<file path="src/rtl/img_pkg.sv">
// Shared definitions for the image stream sequencer.
//   seq_state_t    : sequencer FSM states
//   SEQ_FIFO_DEPTH : output FIFO depth, also the total read-credit budget
//   pix_tag_t      : per-pixel framing tag carried alongside the data
//   clog2_min1     : counter width helper that never returns zero
package img_pkg;

  typedef enum logic [2:0] {
    ST_IDLE,
    ST_DELAY,
    ST_ACTIVE,
    ST_HBLANK,
    ST_VBLANK,
    ST_DONE
  } seq_state_t;

  localparam int SEQ_FIFO_DEPTH = 4;

  typedef struct packed {
    logic sof;  // first pixel of frame
    logic eol;  // last pixel of line
  } pix_tag_t;

  // A counter over 'value' positions needs $clog2(value) bits, but a
  // zero-width vector is illegal, so degenerate sizes get one bit.
  function automatic int clog2_min1(input int value);
    return (value <= 2) ? 1 : $clog2(value);
  endfunction

endpackage

</file>
<file path="src/rtl/stream_credit_fifo.sv">
// Small first-word-fall-through FIFO used as the output skid buffer.
//   clk, reset  : clock, asynchronous active-high reset
//   push        : write push_data (ignored when full and not popping)
//   push_data   : entry to store
//   pop         : consume the head entry (ignored when empty)
//   head_data   : head entry, driven straight from the storage flops; 0 when empty
//   not_empty   : head_data is valid
//   count       : number of stored entries
module stream_credit_fifo
  import img_pkg::*;
#(
  parameter int WIDTH = 10,
  parameter int DEPTH = SEQ_FIFO_DEPTH
) (
  input  logic                           clk,
  input  logic                           reset,
  input  logic                           push,
  input  logic [WIDTH-1:0]               push_data,
  input  logic                           pop,
  output logic [WIDTH-1:0]               head_data,
  output logic                           not_empty,
  output logic [$clog2(DEPTH+1)-1:0]     count
);

  localparam int PTR_W = clog2_min1(DEPTH);
  localparam int CNT_W = $clog2(DEPTH + 1);

  logic [WIDTH-1:0] mem_reg [DEPTH];
  logic [PTR_W-1:0] wr_ptr_reg;
  logic [PTR_W-1:0] rd_ptr_reg;
  logic [CNT_W-1:0] count_reg;
  logic [DEPTH-1:0] wr_sel;
  logic             do_push;
  logic             do_pop;

  function automatic logic [PTR_W-1:0] ptr_inc(input logic [PTR_W-1:0] p);
    return (p == PTR_W'(DEPTH - 1)) ? '0 : p + 1'b1;
  endfunction

  assign do_pop  = pop && (count_reg != '0);
  assign do_push = push && ((count_reg != CNT_W'(DEPTH)) || do_pop);

  for (genvar gi = 0; gi < DEPTH; gi++) begin : g_wr_sel
    assign wr_sel[gi] = do_push && (wr_ptr_reg == PTR_W'(gi));
  end

  // Storage needs no reset: the head is masked while the FIFO is empty.
  always_ff @(posedge clk) begin
    for (int i = 0; i < DEPTH; i++) begin
      if (wr_sel[i]) mem_reg[i] <= push_data;
    end
  end

  always_ff @(posedge clk or posedge reset) begin
    if (reset) begin
      wr_ptr_reg <= '0;
      rd_ptr_reg <= '0;
      count_reg  <= '0;
    end else begin
      if (do_push) wr_ptr_reg <= ptr_inc(wr_ptr_reg);
      if (do_pop)  rd_ptr_reg <= ptr_inc(rd_ptr_reg);
      case ({do_push, do_pop})
        2'b10:   count_reg <= count_reg + 1'b1;
        2'b01:   count_reg <= count_reg - 1'b1;
        default: count_reg <= count_reg;
      endcase
    end
  end

  assign not_empty = (count_reg != '0);
  assign head_data = not_empty ? mem_reg[rd_ptr_reg] : '0;
  assign count     = count_reg;

endmodule

</file>
<file path="src/rtl/img_stream_seq.sv">
// Frame sequencer between a 1-cycle-latency pixel source and an
// AXI4-Stream video consumer. Waits START_DELAY cycles after start, reads
// IMG_WIDTH x IMG_HEIGHT pixels per frame with H_BLANK / V_BLANK idle
// cycles between lines / frames, tags each pixel (tuser = SOF, tlast = EOL)
// and buffers it in a 4-entry FIFO. Reads are only issued while the FIFO
// plus the one possible in-flight read fit, so the FIFO cannot overflow.
//   clk, reset        : clock, asynchronous active-high reset
//   start             : 1-cycle pulse, accepted only in IDLE
//   src_rd_en         : read request to the pixel source
//   src_valid/src_data: source response, one cycle after src_rd_en
//   m_axis_*          : AXI4-Stream video output
//   busy              : sequencing in progress or pixels still buffered
//   frame_done        : 1-cycle pulse after a frame's last pixel handshakes
//   frame_cnt         : completed frames (wraps)
//   err               : sticky, source delivered data nobody asked for
module img_stream_seq
  import img_pkg::*;
#(
  parameter int DATA_WIDTH  = 8,
  parameter int IMG_WIDTH   = 2560,
  parameter int IMG_HEIGHT  = 1440,
  parameter int START_DELAY = 16,
  parameter int H_BLANK     = 0,
  parameter int V_BLANK     = 0,
  parameter int NUM_FRAMES  = 1
) (
  input  logic                  clk,
  input  logic                  reset,
  input  logic                  start,
  output logic                  src_rd_en,
  input  logic                  src_valid,
  input  logic [DATA_WIDTH-1:0] src_data,
  output logic [DATA_WIDTH-1:0] m_axis_tdata,
  output logic                  m_axis_tvalid,
  input  logic                  m_axis_tready,
  output logic                  m_axis_tuser,
  output logic                  m_axis_tlast,
  output logic                  busy,
  output logic                  frame_done,
  output logic [15:0]           frame_cnt,
  output logic                  err
);

  localparam int COL_W   = clog2_min1(IMG_WIDTH);
  localparam int ROW_W   = clog2_min1(IMG_HEIGHT);
  localparam int MAX_D0  = (START_DELAY > H_BLANK) ? START_DELAY : H_BLANK;
  localparam int MAX_D1  = (MAX_D0 > V_BLANK) ? MAX_D0 : V_BLANK;
  localparam int MAX_DLY = (MAX_D1 > 1) ? MAX_D1 : 1;
  localparam int DLY_W   = $clog2(MAX_DLY) + 1;
  localparam int FIFO_W  = DATA_WIDTH + 2;
  localparam int FCNT_W  = $clog2(SEQ_FIFO_DEPTH + 1);

  localparam logic [COL_W-1:0] COL_LAST = COL_W'(IMG_WIDTH - 1);
  localparam logic [ROW_W-1:0] ROW_LAST = ROW_W'(IMG_HEIGHT - 1);

  seq_state_t        state_reg;
  logic [COL_W-1:0]  col_reg;
  logic [ROW_W-1:0]  row_reg;
  logic [DLY_W-1:0]  dly_reg;
  logic [31:0]       frames_issued_reg;
  logic              inflight_reg;
  pix_tag_t          tag_reg;
  pix_tag_t          issue_tag;
  logic [ROW_W-1:0]  out_row_reg;
  logic              frame_done_reg;
  logic [15:0]       frame_cnt_reg;
  logic              err_reg;

  logic              credit_ok;
  logic              fifo_push;
  logic              fifo_pop;
  logic              fifo_not_empty;
  logic [FCNT_W-1:0] fifo_count;
  logic [FIFO_W-1:0] fifo_head;

  function automatic logic more_frames(input logic [31:0] issued);
    return (NUM_FRAMES == 0) || (issued < 32'(NUM_FRAMES));
  endfunction

  // Buffered pixels plus the read still on its way must fit in the FIFO.
  assign credit_ok = (int'(fifo_count) + int'(inflight_reg)) < SEQ_FIFO_DEPTH;
  assign src_rd_en = (state_reg == ST_ACTIVE) && credit_ok;

  assign issue_tag.sof = (row_reg == '0) && (col_reg == '0);
  assign issue_tag.eol = (col_reg == COL_LAST);

  // Sequencer FSM with row/column/blanking counters.
  always_ff @(posedge clk or posedge reset) begin
    if (reset) begin
      state_reg         <= ST_IDLE;
      col_reg           <= '0;
      row_reg           <= '0;
      dly_reg           <= '0;
      frames_issued_reg <= '0;
    end else begin
      case (state_reg)
        ST_IDLE: begin
          if (start) begin
            col_reg           <= '0;
            row_reg           <= '0;
            frames_issued_reg <= '0;
            if (START_DELAY == 0) begin
              state_reg <= ST_ACTIVE;
            end else begin
              state_reg <= ST_DELAY;
              dly_reg   <= DLY_W'(START_DELAY - 1);
            end
          end
        end
        ST_DELAY: begin
          if (dly_reg == '0) state_reg <= ST_ACTIVE;
          else               dly_reg   <= dly_reg - 1'b1;
        end
        ST_ACTIVE: begin
          if (src_rd_en) begin
            if (col_reg != COL_LAST) begin
              col_reg <= col_reg + 1'b1;
            end else if (row_reg != ROW_LAST) begin
              if (H_BLANK == 0) begin
                row_reg <= row_reg + 1'b1;
                col_reg <= '0;
              end else begin
                state_reg <= ST_HBLANK;
                dly_reg   <= DLY_W'(H_BLANK - 1);
              end
            end else begin
              frames_issued_reg <= frames_issued_reg + 32'd1;
              if (V_BLANK == 0) begin
                row_reg <= '0;
                col_reg <= '0;
                if (!more_frames(frames_issued_reg + 32'd1)) state_reg <= ST_DONE;
              end else begin
                state_reg <= ST_VBLANK;
                dly_reg   <= DLY_W'(V_BLANK - 1);
              end
            end
          end
        end
        ST_HBLANK: begin
          if (dly_reg == '0) begin
            state_reg <= ST_ACTIVE;
            row_reg   <= row_reg + 1'b1;
            col_reg   <= '0;
          end else begin
            dly_reg <= dly_reg - 1'b1;
          end
        end
        ST_VBLANK: begin
          if (dly_reg == '0) begin
            row_reg   <= '0;
            col_reg   <= '0;
            state_reg <= more_frames(frames_issued_reg) ? ST_ACTIVE : ST_DONE;
          end else begin
            dly_reg <= dly_reg - 1'b1;
          end
        end
        ST_DONE: begin
          // Stay here until every issued pixel has left the block.
          if ((fifo_count == '0) && !inflight_reg) state_reg <= ST_IDLE;
        end
        default: state_reg <= ST_IDLE;
      endcase
    end
  end

  // Tags travel one cycle behind the read to line up with src_data.
  always_ff @(posedge clk or posedge reset) begin
    if (reset) begin
      inflight_reg <= 1'b0;
      tag_reg      <= '0;
      err_reg      <= 1'b0;
    end else begin
      inflight_reg <= src_rd_en;
      if (src_rd_en) tag_reg <= issue_tag;
      if (src_valid && !inflight_reg) err_reg <= 1'b1;
    end
  end

  assign fifo_push = src_valid && inflight_reg;
  assign fifo_pop  = fifo_not_empty && m_axis_tready;

  stream_credit_fifo #(
    .WIDTH (FIFO_W),
    .DEPTH (SEQ_FIFO_DEPTH)
  ) u_fifo (
    .clk       (clk),
    .reset     (reset),
    .push      (fifo_push),
    .push_data ({tag_reg.sof, tag_reg.eol, src_data}),
    .pop       (fifo_pop),
    .head_data (fifo_head),
    .not_empty (fifo_not_empty),
    .count     (fifo_count)
  );

  // The tag carries no end-of-frame bit, so lines are counted at the
  // output to recognise the last line of each frame.
  always_ff @(posedge clk or posedge reset) begin
    if (reset) begin
      out_row_reg    <= '0;
      frame_done_reg <= 1'b0;
      frame_cnt_reg  <= '0;
    end else begin
      frame_done_reg <= 1'b0;
      if (fifo_pop && fifo_head[DATA_WIDTH]) begin
        if (out_row_reg == ROW_LAST) begin
          out_row_reg    <= '0;
          frame_done_reg <= 1'b1;
          frame_cnt_reg  <= frame_cnt_reg + 16'd1;
        end else begin
          out_row_reg <= out_row_reg + 1'b1;
        end
      end
    end
  end

  assign m_axis_tvalid = fifo_not_empty;
  assign m_axis_tdata  = fifo_head[DATA_WIDTH-1:0];
  assign m_axis_tlast  = fifo_head[DATA_WIDTH];
  assign m_axis_tuser  = fifo_head[DATA_WIDTH+1];
  assign frame_done    = frame_done_reg;
  assign frame_cnt     = frame_cnt_reg;
  assign err           = err_reg;
  assign busy          = ((state_reg != ST_IDLE) && (state_reg != ST_DONE))
                         || fifo_not_empty || inflight_reg;

endmodule
</file>
<file path="config.mk">
export PLATFORM = sky130hd
export DESIGN_NAME = img_stream_seq
export DESIGN_NICKNAME = d
export VERILOG_FILES = /design/src/rtl/img_pkg.sv /design/src/rtl/stream_credit_fifo.sv /design/src/rtl/img_stream_seq.sv
export SDC_FILE = /design/constraint.sdc
export NUM_CORES = 1
export LEC_CHECK = 0
export BUFFER_PORTS_ARGS = -buffer_cell sky130_fd_sc_hd__clkbuf_2
export CORE_MARGIN = 3
export CORE_UTILIZATION = 40
export DETAILED_ROUTE_END_ITERATION = 6
export PLACE_DENSITY_LB_ADDON = 0.1
export SLEW_MARGIN = 20
export SYNTH_ARGS = -nofsm -noshare
export SYNTH_HDL_FRONTEND = slang
export SYNTH_SLANG_ARGS = --single-unit
</file>
<file path="constraint.sdc">
create_clock -name clk -period 4.74 [get_ports clk]
set_input_delay 0.948 -clock clk [delete_from_list [all_inputs] [get_ports clk]]
set_output_delay 0.948 -clock clk [all_outputs]
set_load 0.02 [all_outputs]
</file>
* Yosys cells after proc, flatten, opt, wreduce, memory -nomap -nowiden
Memories as Yosys holds them, arrays and structs flattened.
Cells that the tools add are included.
** Word-level totals
- Bits in registers :: 102
- Bits of input ports :: 13
- Word-level logic and storage cells :: 155
- Memories kept :: 1
- Memory bits (writable) :: 40
- Output and inout bits :: 31
** Memories
- u_fifo.mem_reg :: words 4, bits a word 10, rd ports 1, clocked after memory_dff 0, write ports 1, RTL line stream_credit_fifo.sv:28 : logic [WIDTH-1:0] mem_reg [DEPTH];
** Operators by class
- Multiplexer cells :: 54
- Order comparisons :: 3
- Equality and inequality tests :: 28
- $add $sub $neg :: 11
- Reductions and logical operators :: 43
** Operators with widths (count)
- $mux W32 :: 4
- $mux W11 :: 7
- $lt A32 B1 Y1 const B :: 2
- $pmux W32 S2 :: 1
- $mux W12 :: 4
- $pmux W11 S4 :: 1
- $mux W10 :: 4
- $pmux W12 S3 :: 1
- $add A32 B1 Y32 const B :: 1
- $reduce_or A10 Y1 :: 3
- $mux W3 :: 9
- $add A11 B1 Y11 const B :: 2
- $ne A2 B2 Y1 const B :: 9
- $add A16 B1 Y16 const B :: 1
- $pmux W3 S5 :: 1
- $logic_and A1 B1 Y1 :: 14
- $mux W1 :: 13
- $add A12 B1 Y12 const B :: 1
- $eq A12 B12 Y1 const B :: 1
- $logic_not A12 Y1 :: 1
- $ne A12 B12 Y1 const B :: 1
- $eq A11 B11 Y1 const B :: 1
- $logic_not A11 Y1 :: 1
- $ne A11 B11 Y1 const B :: 1
- 33 further kinds :: 55

* Logic depth before layout (Yosys ltp)
Gate-level depths: netlist (run 1).
- Word-level depth :: 12
- Mapped depth :: 10
- Depth with buffers taken out :: 10

* Hierarchy
Synthesis (run 1) repeated with hierarchy kept, for this count alone.
** Second synthesis, totals
- Cells, all modules :: 778
- Area total of the unflattened synthesis :: 7790.0 um^2
** Modules (own cells, without submodules)
- img_stream_seq :: area an instance 5754.3 um^2, cells an instance 661, times used 1, sequential area each 2377.3 um^2
- stream_credit_fifo :: area an instance 2035.7 um^2, cells an instance 117, times used 1, sequential area each 1376.3 um^2

* Worst setup path after synthesis (run 1)
OpenSTA, ideal clock, no wires.
- Path kind :: in2out
- Start point :: input start
- End point :: output src_rd_en
- Data arrival time :: 2.187 ns
- Required time :: 3.792 ns
- Path buffers :: 1
- Slack :: 1.605 ns
- Stages :: 6
- Path through :: nor2b_1 -> a21oi_1 -> o22ai_1 -> a32oi_1 -> clkbuf_1 -> nor2_1
** RTL lines
- start: declaration :: RTL line img_stream_seq.sv:29 : input logic start,
- end: declaration :: RTL line img_stream_seq.sv:30 : output logic src_rd_en,

* Worst setup path in the final report (run 1)
- Start point :: register state_reg[1]
- End point :: output src_rd_en
** On the way
- Longest elaborated chain between the ends :: 2
** RTL lines
- start: declaration :: RTL line img_stream_seq.sv:56 : seq_state_t state_reg;
- start signal: assignment :: RTL line img_stream_seq.sv:152 : state_reg <= more_frames(frames_issued_reg) ? ST_ACTIVE : ST_DONE;
- $eq A3 B2 Y1 :: RTL line img_stream_seq.sv:82 : assign src_rd_en = (state_reg == ST_ACTIVE) && credit_ok;
- $logic_and A1 B1 Y1 :: RTL line img_stream_seq.sv:82
Every way passes these cells.

==> results.md, run 1 <==
Cells and area:
- The filler cells instantiated in the layout total 1700.
- The number of flip-flops under the largest register name is 40.
- The final non-filler cell area is 8618 sq um.
- In the final layout, the share of cells above drive strength 1 is 13.70%.
- The net total in the final layout is 827.
- The antenna cell count is 0.
- The area growth from synthesis to layout is 12.46%.

Pwr:
- The share of total power in combinational logic is 27.6%.
- Across the VDD grid, the largest voltage drop is 0.0003078 V.
- Net switching is 36.07% of the power.
- The net switching power is 1497 uW.
- Registers are responsible for 39.8% of the overall power.
- The proportion of power drawn by the clock network is 32.6%.
- The internal portion of total power is 2654 uW.
- The cell area power density is 481.7 nW/um^2.
- The analysis attributes to cell leakage a power of 0.003575 uW.

Global route:
- The first global-routing pass estimated 28410 um of wire.
- The initial antenna violation count was 0.
- The number of global-route vias before repair came to 5548.
- For this run the aggregate overflow at the end of global routing stands at 0.
- The pin count of the biggest net entering global routing is 77.
- Global routing used 16.88% of the available tracks.

Clock tree:
- The H-tree level count is 4.
- The clock net in this run drives a total of 142 sinks.
- The clock insertion delay at the later pin of the skew report is 420 ps.
- Post-CTS repair changed the size of 0 cells.
- The hold buffer count at CTS is 0.
- The clock slew at the register clock pins of the worst setup and hold paths is 60 ps.
- Counting along the longest clock path gives a buffer depth of 2.
- In this run, CTS created clock tree buffers numbering 17.
- The post-CTS setup-driven buffer insertion count is 0.
- The clock tree root driver cell is clkbuf_16.
- TritonCTS built the clock tree.

Route:
- The detail route stage leaves a number of antenna-violating nets equal to 0.
- The number of optimization iterations in the first detailed-route pass is 6.
- The first routing iteration left 430 violations.
- After detailed routing, the average wire length per cell comes to 16.05 um.
- After detailed routing, the total wire length is 16680 um.
- The routed via count is 5891.
- The count of unresolved DRC violations after routing is 0.
- Using the TritonRoute via totals, the vias-per-cell ratio works out to 5.670.

Synthesis:
- The part of the Yosys area used for sequential elements is 48.98%.
- By area the synthesized netlist is led by dfrtp_1 (33%), edfxtp_1 (16%), o21ai_0 (4.4%).
- The count of distinct cell types in the synthesized netlist is 69.
- The synthesized design devotes to its leading area cell type 33.31% of total area.
- The number of flops mapped to enable cells by yosys is 40.
- The most frequently used flop master after synthesis is dfrtp_1.
- The number of warnings issued by yosys is 0.
- Counting flops and latches in the post-synthesis netlist gives 142.
- Counting every net in the synthesized netlist gives 802.
- The mapped cell area is 7664 sq um.
- In this run the mean area of a mapped cell was 9.927 sq um.
- The synthesized instance count is 772.
- dfrtp_1 takes more of the synthesized area than any other cell.
- The share of synthesized registers carrying an async set or reset is 71.83%.

Outcome:
- The flow ran to the end, and the final reports show no timing, DRC or antenna violations.

STA:
- Setup repair after global routing left no endpoint under its margin.
- Clock skew on the completed layout was measured at 7.659 ps.
- In the finished design, the share of the clock period the worst path needs comes to 84.39%.
- Final hold analysis gives a worst-case slack of 469.4 ps.
- The remaining max-slew budget at the tightest pin is 37.21%.
- Setup violations remaining at the end of the flow were counted as 0.
- Timing would allow up to 0.2500 GHz.
- The count of final max-slew check failures was 0.
- For the finished layout, the period the worst path requires is 4000 ps.
- At the pin with the least slew margin, the transition time is 941.8 ps.
- The setup total negative slack is 0 ps.
- The count of final hold-check violations was 0.

Floorplanning:
- The die span in x is 144.4 um.
- The number of top-level pins is 44.
- The initial core utilization is 41.67%.
- The floorplan die area is 20860 sq um.
- The core region is 18390 sq um.
- The cell row count is 49.
- The overall die height is 144.4 um.

Critical path:
- The largest single stage delay on the critical path is 730 ps.
- The register-to-register setup slack is 1310 ps.
- The data arrival time of the critical path is 3050 ps.
- The data required time at the worst endpoint is 3790 ps.
- On the critical path, the stage with the largest delay is an instance of dfrtp_1.
- The critical path goes through inv_2, nand2_1, o22ai_1, a32oi_1, buf_4, nor2_1, clkbuf_2.
- The maximum net fanout on the critical path is 27.
- The sort of element at the end of the critical path is an output port.
- STA classifies the critical path startpoint as a flop.
- The class of the most critical setup path is flop to output port.

Place:
- The port buffer count is 43.
- The routability-driven placement congestion ratio is 0.8511.
- Detailed placement finished with a half-perimeter wire length of 11400 um.
- The standard cell area after detailed placement is 8015 sq um.

Run:
- Across the run, the number of max-cap violations was 0.

Hold path:
- The path class of the tightest hold or removal check is flop to flop.
-- worst max-delay path: cells and delay by family (launching register included) --
family                 cells  cell delay, ps
buffers and inverters      3             980
flip-flops                 1             730
AND/OR/NAND/NOR            2             690
AO/OA/AOI/OAI              2             240
-- path summary, 6_finish.rpt --
kind,end,from,cells after the start
worst min-delay path,frame_cnt[15],frame_cnt[15],1
worst min register to register,frame_cnt[15],frame_cnt[15],1
worst max register to register,state_reg[2],state_reg[1],8
worst max-delay path,src_rd_en,state_reg[1],7
min in group asynchronous,frame_cnt[3],reset,2
max in group asynchronous,frames_issued_reg[11],reset,3
-- layout by cell type, fill, tap and decap left out, types with 3 or more instances in the layout --
cell type | synthesis | final
nor3_1 | 26 | 26
a22o_1 | 13 | 13
buf_4 | 4 | 5
a31oi_1 | 9 | 9
nand4_1 | 23 | 23
mux4_2 | 10 | 10
nand3_1 | 25 | 25
clkbuf_2 | 1 | 43
a21o_1 | 6 | 6
and2_1 | 18 | 18
nand2_1 | 87 | 87
or2_2 | 3 | 3
mux2i_1 | 7 | 7
inv_1 | 22 | 21
o41ai_1 | 4 | 4
ha_1 | 16 | 16
o31ai_1 | 9 | 9
nor4b_1 | 6 | 6
xnor2_1 | 24 | 24
clkbuf_16 | 0 | 17
dfrtp_1 | 102 | 102
nand3b_1 | 4 | 4
mux2_2 | 4 | 4
xor2_1 | 15 | 15
clkinvlp_4 | 0 | 3
a21oi_1 | 23 | 23
edfxtp_1 | 40 | 40
o21ai_0 | 67 | 67
or3_1 | 13 | 13
nor2_1 | 63 | 63
inv_6 | 0 | 5
nor4_1 | 15 | 15
and4_1 | 5 | 5
and3_1 | 23 | 23
nor2b_1 | 6 | 6
-- per-stage QoR --
stage | cells | power (uW) | setup slack (ps) | util (%)
4_1_cts | 1039 | 4211 | 727.7 | 46.86
2_1_floorplan | 772 | 2507 | 1117 | -
5_1_grt | 1039 | 4433 | 548.2 | 46.86
3_5_place_dp | 1007 | 2829 | 1172 | 43.58
3_3_place_gp | 1007 | 2782 | 1226 | 43.58
6_report | 1039 | 4151 | 740.1 | 46.86
-- synth_stat cells, types with 2 or more instances --
| cell | count |
|---|---|
| dfrtp_1 | 102 |
| nand2_1 | 87 |
| o21ai_0 | 67 |
| nor2_1 | 63 |
| edfxtp_1 | 40 |
| clkbuf_1 | 27 |
| nor3_1 | 26 |
| nand3_1 | 25 |
| xnor2_1 | 24 |
| a21oi_1 | 23 |
| and3_1 | 23 |
| nand4_1 | 23 |
| inv_1 | 22 |
| and2_1 | 18 |
| ha_1 | 16 |
| nor4_1 | 15 |
| xor2_1 | 15 |
| a22o_1 | 13 |
| or3_1 | 13 |
| mux4_2 | 10 |
| a31oi_1 | 9 |
| o31ai_1 | 9 |
| buf_2 | 7 |
| mux2i_1 | 7 |
| a21o_1 | 6 |
| nor2b_1 | 6 |
| nor4b_1 | 6 |
| and4_1 | 5 |
| buf_4 | 4 |
| mux2_2 | 4 |
| nand3b_1 | 4 |
| o41ai_1 | 4 |
| or2_2 | 3 |
| a211oi_1 | 2 |
| a32o_1 | 2 |
| buf_1 | 2 |
| nand2b_1 | 2 |
| nand3_2 | 2 |
| nor2_2 | 2 |
| nor3b_1 | 2 |
| o211ai_1 | 2 |
| o22ai_1 | 2 |
| or4_1 | 2 |
-- logic make-up after synthesis --
family                     synth area share, %
adders and majority gates                2.873
muxes                                    4.441
DFF                                      48.98
AOI/OAI and AO/OA                        12.67
and+or+nand+nor                          22.97
buffers and inverters                    3.608
xor gates and xnor gates                 4.457
-- cell type report --
cell class	count	area [sq um]	share of cell area, %
Timing Repair Buffer	48	252.7	2.933
Tap cell	229	286.5	3.325
Multi-Input combinational cell	565	3633	42.16
Clock buffer	18	429.2	4.980
Sequential cell	142	3754	43.55
Inverter	23	88.84	1.031
Clock inverter	14	173.9	2.018
-- routing by layer --
metal	global-route usage, %	share of wire, %
met1	23.76	48
met2	26.29	46
met3	3.737	4.6
met4	4.909	1.2
met5	0	0
-- power groups by stage --
stage / combinational, uW / clock (uW) / sequential, uW
finish: 1140 / 1350 / 1650
global route: 1290 / 1450 / 1690
CTS: 1160 / 1400 / 1650
detailed placement: 1150 / 0 / 1680
global placement: 1120 / 0 / 1660
floorplan: 980 / 0 / 1530
Note: power is estimated with default switching activity, not from simulation.
==> inputs of run 2 (changes only) <==
==> constraint.sdc (replaced) <==
create_clock -name clk -period 3.4 [get_ports clk]
set_input_delay 0.68 -clock clk [delete_from_list [all_inputs] [get_ports clk]]
set_output_delay 0.68 -clock clk [all_outputs]
set_load 0.02 [all_outputs]
==> run 2 against run 1 <==
Routed wire length rose by 0.24%. Die area unchanged. Cell area rose by 1.1%. Register-to-register slack got worse by 1000 ps. Sequential cell count is the same. Clock skew grew 1.7 ps. Cell count increased by 1.2%. Via count is 1.2% higher. Hold slack lost 100 ps. Largest power group unchanged. Combinational power grew 57%.
==> results.md, run 2 (synthesized netlist as in run 1, its figures left out) <==
Outcome:
- Outcome: completed (unchanged).

Route:
- The final antenna-violating net count is 0 (unchanged).
- The wire length reported by the detailed router came to 16720 um (was 16680 um).
- The number of vias per cell came to 5.675 (was 5.670).
- The number of optimization iterations in the first detailed-route pass is 5 (was 6).
- The routed length per placed instance came to 15.90 um (was 16.05 um).
- The routed via count is 5964 (was 5891).
- The count of unresolved DRC violations after routing was 0 (unchanged).
- The iteration-0 DRC count of the detailed router is 419 (was 430).

Floorplanning:
- The overall die height was 144.4 um (unchanged).
- The number of top-level pins is 44 (unchanged).
- The floorplan die area was 20860 sq um (unchanged).
- The initial core utilization was 41.67% (unchanged).
- The total core area came to 18390 sq um (unchanged).
- The cell row count came to 49 (unchanged).
- The die span in x was 144.4 um (unchanged).

Critical path:
- The slowest stage cell on the critical path was or4b_1 (was dfrtp_1).
- The largest stage delay on the critical path came to 530 ps (was 730 ps).
- The beginning of the critical path was frames_issued_reg[0] (was state_reg[1]).
- The number of cell instances on the worst register-to-register path is 9 (was 8).
- The worst reg2reg path startpoint is frames_issued_reg[0] (was state_reg[1]).
- CP Cell Sequence: ha_1, nand3_2, nor4_2, nand4_1, or4b_1, a32o_1, a2111oi_4, o31a_1, o2bb2ai_1 (was inv_2, nand2_1, o22ai_1, a32oi_1, buf_4, nor2_1, clkbuf_2).
- The reg-to-reg endpoint is state_reg[2] (unchanged).
- The data arrival time of the critical path is 3430 ps (was 3050 ps).
- The sort of element at the end of the critical path is a flop (was output port).
- The critical path launch point type is a flop (unchanged).
- The class of the most critical setup path is flop to flop (was flop to output port).
- The register-to-register setup slack is 280 ps (was 1310 ps).
- The data required time at the worst endpoint was 3710 ps (was 3790 ps).
- The maximum net fanout on the critical path is 7 (was 27).
- The kind of cell adding the most delay to the critical path is simple AND/OR/NAND/NOR gates (was buffers and inverters).
- The endpoint of the most critical setup path was state_reg[2] (was src_rd_en).
- The count of cell instances traversed by the critical path was 9 (was 7).
- The worst path buffer plus inverter count is 0 (was 3).

Pwr:
- The static leakage power is 0.003647 uW (was 0.003575 uW).
- The total power of the final layout came to 5879 uW (was 4151 uW).
- The internal portion of total power is 3813 uW (was 2654 uW).
- The share of total power in combinational logic was 30.5% (was 27.6%).
- The net switching power is 2066 uW (was 1497 uW).
- The part of the total power dissipated in sequential elements is 37.6% (was 39.8%).
- The switching part of the total was 35.15% (was 36.07%).
- The proportion of power drawn by the clock network is 31.9% (was 32.6%).
- The maximum resistive drop on vdd is 0.0002881 V (was 0.0003078 V).
- The cell area power density is 674.7 nW/um^2 (was 481.7 nW/um^2).

Global route:
- The total grt overflow is 0 (unchanged).
- The total global routing track utilization came to 16.94% (was 16.88%).
- The first-pass GRT wire length was 28470 um (was 28410 um).
- The initial antenna violation count came to 0 (unchanged).
- The pin count of the biggest net entering global routing is 79 (was 77).
- The number of global-route vias before repair is 5802 (was 5548).

Clock tree:
- The number of clock buffers inserted by TritonCTS is 17 (unchanged).
- The TritonCTS clock tree is built (unchanged).
- The hold buffer count at CTS is 0 (unchanged).
- The clock insertion delay at the later pin of the skew report came to 420 ps (about the same).
- The clock slew at the register clock pins of the worst setup and hold paths is 60 ps (about the same).
- The maximum number of buffers from clock root to sink is 2 (unchanged).
- The post-CTS setup-driven buffer insertion count is 0 (unchanged).
- The CTS sink count is 142 (unchanged).
- The H-tree level count is 4 (unchanged).
- The clock tree root driver cell is clkbuf_16 (unchanged).
- The count of instances resized after the clock tree is built came to 0 (unchanged).

STA:
- The final worst hold slack is 365.0 ps (was 469.4 ps).
- Unrepaired setup endpoints after global routing: false (unchanged).
- The clock period could shrink to 3122 ps.
- The worst clock skew is 9.339 ps (was 7.659 ps).
- The maximum frequency from static timing analysis is 0.3203 GHz.
- The count of final hold-check violations was 0 (unchanged).
- The setup total negative slack is 0 ps (unchanged).
- The post-route clock period utilization is 91.82%.
- The count of final max-slew check failures is 0 (unchanged).
- The remaining max-slew budget at the tightest pin is 44.92% (was 37.21%).
- The total setup violations reported at the end of the flow is 0 (unchanged).
- The slew at the pin with the worst max-slew slack is 826.2 ps (was 941.8 ps).

Cells and area:
- The layout overhead on the synthesized area is 13.70% (was 12.46%).
- The leading cell type in the layout, fill and taps excluded is dfrtp_1 (unchanged).
- The proportion of layout cells with a drive suffix above 1 is 14.72% (was 13.70%).
- The final non-filler cell area is 8713 sq um (was 8618 sq um).
- The number of flip-flops under the largest register name is 40 (unchanged).
- The number of fillers in the final layout came to 1709 (was 1700).
- Highest-count cells in the layout ignoring fill and taps: dfrtp_1 (102), nand2_1 (87), o21ai_0 (67), nor2_1 (63), clkbuf_2 (43) (unchanged).
- The antenna cell count is 0 (unchanged).
- The net total in the final layout was 839 (was 827).

Place:
- The detailed-placement wirelength estimate is 11460 um (was 11400 um).
- The routability-driven placement congestion ratio is 0.8892 (was 0.8511).
- The port buffer count is 43 (unchanged).
- The standard cell area after detailed placement was 8118 sq um (was 8015 sq um).

Hold path:
- The worst hold path class is input pin to asynchronous set/reset pin (was flop to flop).

Run:
- The number of maximum-capacitance violations is 0 (unchanged).
## run 2: changes by cell type in the layout (fill, tap and decap cells not counted), sizes merged
cell and delta:
inv -4, bufinv +1, clkinv +6, buf +12
clkbuf -1, clkinvlp -2
## run 2: metal layers
| metal | wire, um | global-route usage (%) | part of all wire, % |
|---|---|---|---|
| met5 | 0 | 0 | 0 |
| met4 | 318 | 5.989 | 1.9 |
| met3 | 794 | 3.770 | 4.7 |
| met2 | 7998 | 27.77 | 48 |
| met1 | 7605 | 22.19 | 45 |
## run 2: worst reg2reg max path: cells and delay by family, from the launching register on
family	cells	cell delay [ps]
AND/OR/NAND/NOR	4	1420
AO/OA/AOI/OAI	4	820
adder cells (fa/ha/maj)	1	310
flip-flops	1	470
## run 2: worst min path at each step
stage | to | from | depth (start not counted) | slack (ps)
5_1_grt | out_row_reg[6] | reset | 2 | 420
4_1_cts | u_fifo.mem_reg[2][7] | src_data[7] | 1 | 460
2_1_floorplan | row_reg[10] | row_reg[10] | 1 | 460
3_5_place_dp | err | err | 1 | 470
3_3_place_gp | err | err | 1 | 460
6_report | out_row_reg[6] | reset | 2 | 370
## run 2: final cells by class
type | instances | area [sq um] | area share, %
tap | 229 | 286.5 | 3.288
multi-input combinational | 565 | 3633 | 41.70
timing repair buffer | 60 | 355.3 | 4.078
sequential | 142 | 3754 | 43.08
inverter | 23 | 91.34 | 1.048
clock buffer | 17 | 425.4 | 4.882
clock inverter | 15 | 167.7 | 1.924
## run 2: stage by stage
| step | std cells | setup WS (ps) | utilization (%) |
|---|---|---|---|
| 2_1_floorplan | 772 | 44.52 | - |
| 3_3_place_gp | 1019 | 357.4 | 44.14 |
| 3_5_place_dp | 1019 | 262.1 | 44.14 |
| 4_1_cts | 1051 | 264.0 | 47.36 |
| 5_1_grt | 1051 | 14.85 | 47.37 |
| 6_report | 1051 | 278.2 | 47.37 |
## run 2: power groups by stage
stage	registers, uW	clock network, uW	logic (uW)
floorplan	2130	0	1370
global placement	2230	0	1760
finish	2210	1880	1790
CTS	2210	1930	1810
global route	2250	2010	2010
detailed placement	2240	0	1810
==> inputs of run 3 (changes only) <==
--- a/config.mk
+++ b/config.mk
@@ -7,7 +7,7 @@
 export LEC_CHECK = 0
 export BUFFER_PORTS_ARGS = -buffer_cell sky130_fd_sc_hd__clkbuf_2
 export CORE_MARGIN = 3
-export CORE_UTILIZATION = 40
+export CORE_UTILIZATION = 30
 export DETAILED_ROUTE_END_ITERATION = 6
 export PLACE_DENSITY_LB_ADDON = 0.1
 export SLEW_MARGIN = 20
==> run 3 against run 2 <==
Global-route usage fell by 3.5 points. Cell area is 2.4% higher. Clock skew up 2.1 ps. Hold slack got worse by 3.8 ps.
==> results.md, run 3 (synthesized netlist as in run 1, its figures left out) <==
Outcome:
- Outcome: completed (unchanged).

Cells and area:
- The proportion of layout cells with a drive suffix above 1 is 15.72% (was 14.72%).
- The count of non-filler cells in the finished layout was 1151 (was 1051).
- Highest-count cells in the layout ignoring fill and taps: dfrtp_1 (102), nand2_1 (87), o21ai_0 (67), nor2_1 (63), clkbuf_2 (43) (unchanged).
- The net total in the final layout came to 844 (was 839).
- The antenna cell count is 0 (unchanged).
- The leading cell type in the layout, fill and taps excluded is dfrtp_1 (unchanged).
- The post-route core utilization is 36.16% (was 47.37%).
- The combined area of the multi-input logic cells is 3654 sq um (was 3633 sq um).
- The number of flip-flops under the largest register name came to 40 (unchanged).
- The area used by sequential logic in the layout is 3754 sq um (unchanged).
- The layout overhead on the synthesized area is 16.42% (was 13.70%).
- The number of fillers in the final layout is 2481 (was 1709).

Pwr:
- The static leakage power is 0.003705 uW (was 0.003647 uW).
- The proportion of power drawn by the clock network was 32.7% (was 31.9%).
- The net switching power is 2220 uW (was 2066 uW).
- The total power of the final layout is 6028 uW (was 5879 uW).
- The internal portion of total power is 3809 uW (was 3813 uW).
- The cell area power density is 675.6 nW/um^2 (was 674.7 nW/um^2).
- The part of the total power dissipated in sequential elements was 36.7% (was 37.6%).
- The switching part of the total is 36.82% (was 35.15%).
- The maximum resistive drop on vdd is 0.0003875 V (was 0.0002881 V).
- The share of total power in combinational logic came to 30.6% (was 30.5%).

STA:
- The remaining max-slew budget at the tightest pin came to 47.06% (was 44.92%).
- The count of final max-slew check failures was 0 (unchanged).
- The setup total negative slack is 0 ps (unchanged).
- The clock period minus final worst setup slack is 3206 ps (was 3122 ps).
- The count of final hold-check violations was 0 (unchanged).
- The worst clock skew came to 11.47 ps (was 9.339 ps).
- The post-route clock period utilization was 94.29% (was 91.82%).
- The slew at the pin with the worst max-slew slack is 794.2 ps (was 826.2 ps).
- The total setup violations reported at the end of the flow is 0 (unchanged).
- The maximum frequency from static timing analysis was 0.3119 GHz (was 0.3203 GHz).
- Unrepaired setup endpoints after global routing: false (unchanged).

Place:
- The routability-driven placement congestion ratio is 0.8487 (was 0.8892).
- The detailed-placement wirelength estimate is 12600 um (was 11460 um).
- The port buffer count is 43 (unchanged).
- The number of placed cells counting well taps is 1119 (was 1019).

Clock tree:
- The CTS sink count is 142 (unchanged).
- The clock slew at the register clock pins of the worst setup and hold paths is 70 ps (was 60 ps).
- The post-CTS setup-driven buffer insertion count came to 0 (unchanged).
- The maximum number of buffers from clock root to sink is 2 (unchanged).
- The count of instances resized after the clock tree is built is 0 (unchanged).
- The number of clock buffers inserted by TritonCTS was 17 (unchanged).
- The hold buffer count at CTS came to 0 (unchanged).
- The clock insertion delay at the later pin of the skew report is 420 ps (about the same).
- The TritonCTS clock tree is built (unchanged).
- The H-tree level count is 4 (unchanged).
- The clock tree root driver cell is clkbuf_16 (unchanged).

Critical path:
- The sort of element at the end of the critical path is an output port (was flop).
- The critical path launch point type is a flop (unchanged).
- The data arrival time of the critical path is 2530 ps (was 3430 ps).
- The maximum net fanout on the critical path is 9 (was 7).
- The data required time at the worst endpoint is 2720 ps (was 3710 ps).
- The class of the most critical setup path is flop to output port (was flop to flop).
- The register-to-register setup slack is 240 ps (was 280 ps).

Global route:
- The initial antenna violation count is 0 (unchanged).
- The first-pass GRT wire length is 30620 um (was 28470 um).
- The number of global-route vias before repair is 6056 (was 5802).
- The total global routing track utilization is 13.43% (was 16.94%).
- The pin count of the biggest net entering global routing is 55 (was 79).
- The total grt overflow was 0 (unchanged).

Route:
- The number of optimization iterations in the first detailed-route pass is 7 (was 5).
- The count of unresolved DRC violations after routing is 0 (unchanged).
- The final antenna-violating net count is 0 (unchanged).
- The number of vias per cell is 5.136 (was 5.675).
- The routed length per placed instance is 15.84 um (was 15.90 um).
- The routed via count is 5912 (was 5964).
- The iteration-0 DRC count of the detailed router came to 356 (was 419).
- The wire length reported by the detailed router was 18230 um (was 16720 um).

Floorplanning:
- The die span in x came to 165.8 um (was 144.4 um).
- The overall die height is 165.8 um (was 144.4 um).
- The number of top-level pins is 44 (unchanged).
- The floorplan die area is 27500 sq um (was 20860 sq um).
- The cell row count is 57 (was 49).
- The total core area is 24680 sq um (was 18390 sq um).
- The initial core utilization was 31.06% (was 41.67%).

Hold path:
- The worst hold path class is input pin to asynchronous set/reset pin (unchanged).

Run:
- The number of maximum-capacitance violations is 0 (unchanged).
==> run 3: cell count changes in the layout (fill, tap and decap cells not counted), moves of 2 or more <==
cell      change
clkinv_2      -3
inv_8         +5
clkinv_1      -3
inv_6         +2
buf_4         +4
clkinv_4      -2
==> run 3: critical path, stage by stage (launching register included) <==
cell and delay, ps:
dfrtp_1 380, inv_1 120, ha_1 180, nor4b_1 280, buf_4 190, a32oi_1 120, nor2_1 550, clkbuf_2 290
==> run 3: worst paths after layout <==
kind | from | endpoint | depth (start not counted)
worst min register to register | err | err | 1
worst max register to register | frames_issued_reg[0] | state_reg[2] | 9
worst min-delay path | reset | frames_issued_reg[21] | 2
worst max-delay path | dly_reg[0] | src_rd_en | 7
min in group clk | err | err | 1
max in group asynchronous | reset | frames_issued_reg[5] | 3
==> run 3: layout make-up <==
cell class	instances	share of cell area, %
clock inverter	15	2.132
sequential	142	42.07
timing repair buffer	65	4.544
multi-input combinational	565	40.95
clock buffer	17	4.768
tap	324	4.544
inverter	23	0.9957
==> run 3: layer usage <==
| layer | vias up | global-route usage [%] | share of wire [%] |
|---|---|---|---|
| met5 | - | 0 | 0 |
| met4 | 0 | 5.208 | 2.5 |
| met3 | 32 | 2.952 | 3.6 |
| met2 | 106 | 22.87 | 49 |
| met1 | 2871 | 16.68 | 45 |
| li1 | 2903 | - | - |
==> run 3: per-stage QoR <==
step                      hold slack (ps)  setup slack [ps]  area, sq um
after CTS                           388.7             142.5         8902
after floorplan                     460.9             44.52         7664
after global placement              456.7             290.5         8287
final                               361.2             194.3         8922
after detailed placement            449.5             201.3         8287
after global routing                432.9             16.28         8922
==> run 3: power groups by stage <==
| stage | sequential (uW) | clock [uW] | combinational, uW |
|---|---|---|---|
| floorplan | 2130 | 0 | 1370 |
| global placement | 2230 | 0 | 1840 |
| detailed placement | 2240 | 0 | 1880 |
| CTS | 2210 | 2040 | 1880 |
| global route | 2250 | 2110 | 2070 |
| finish | 2210 | 1970 | 1850 |
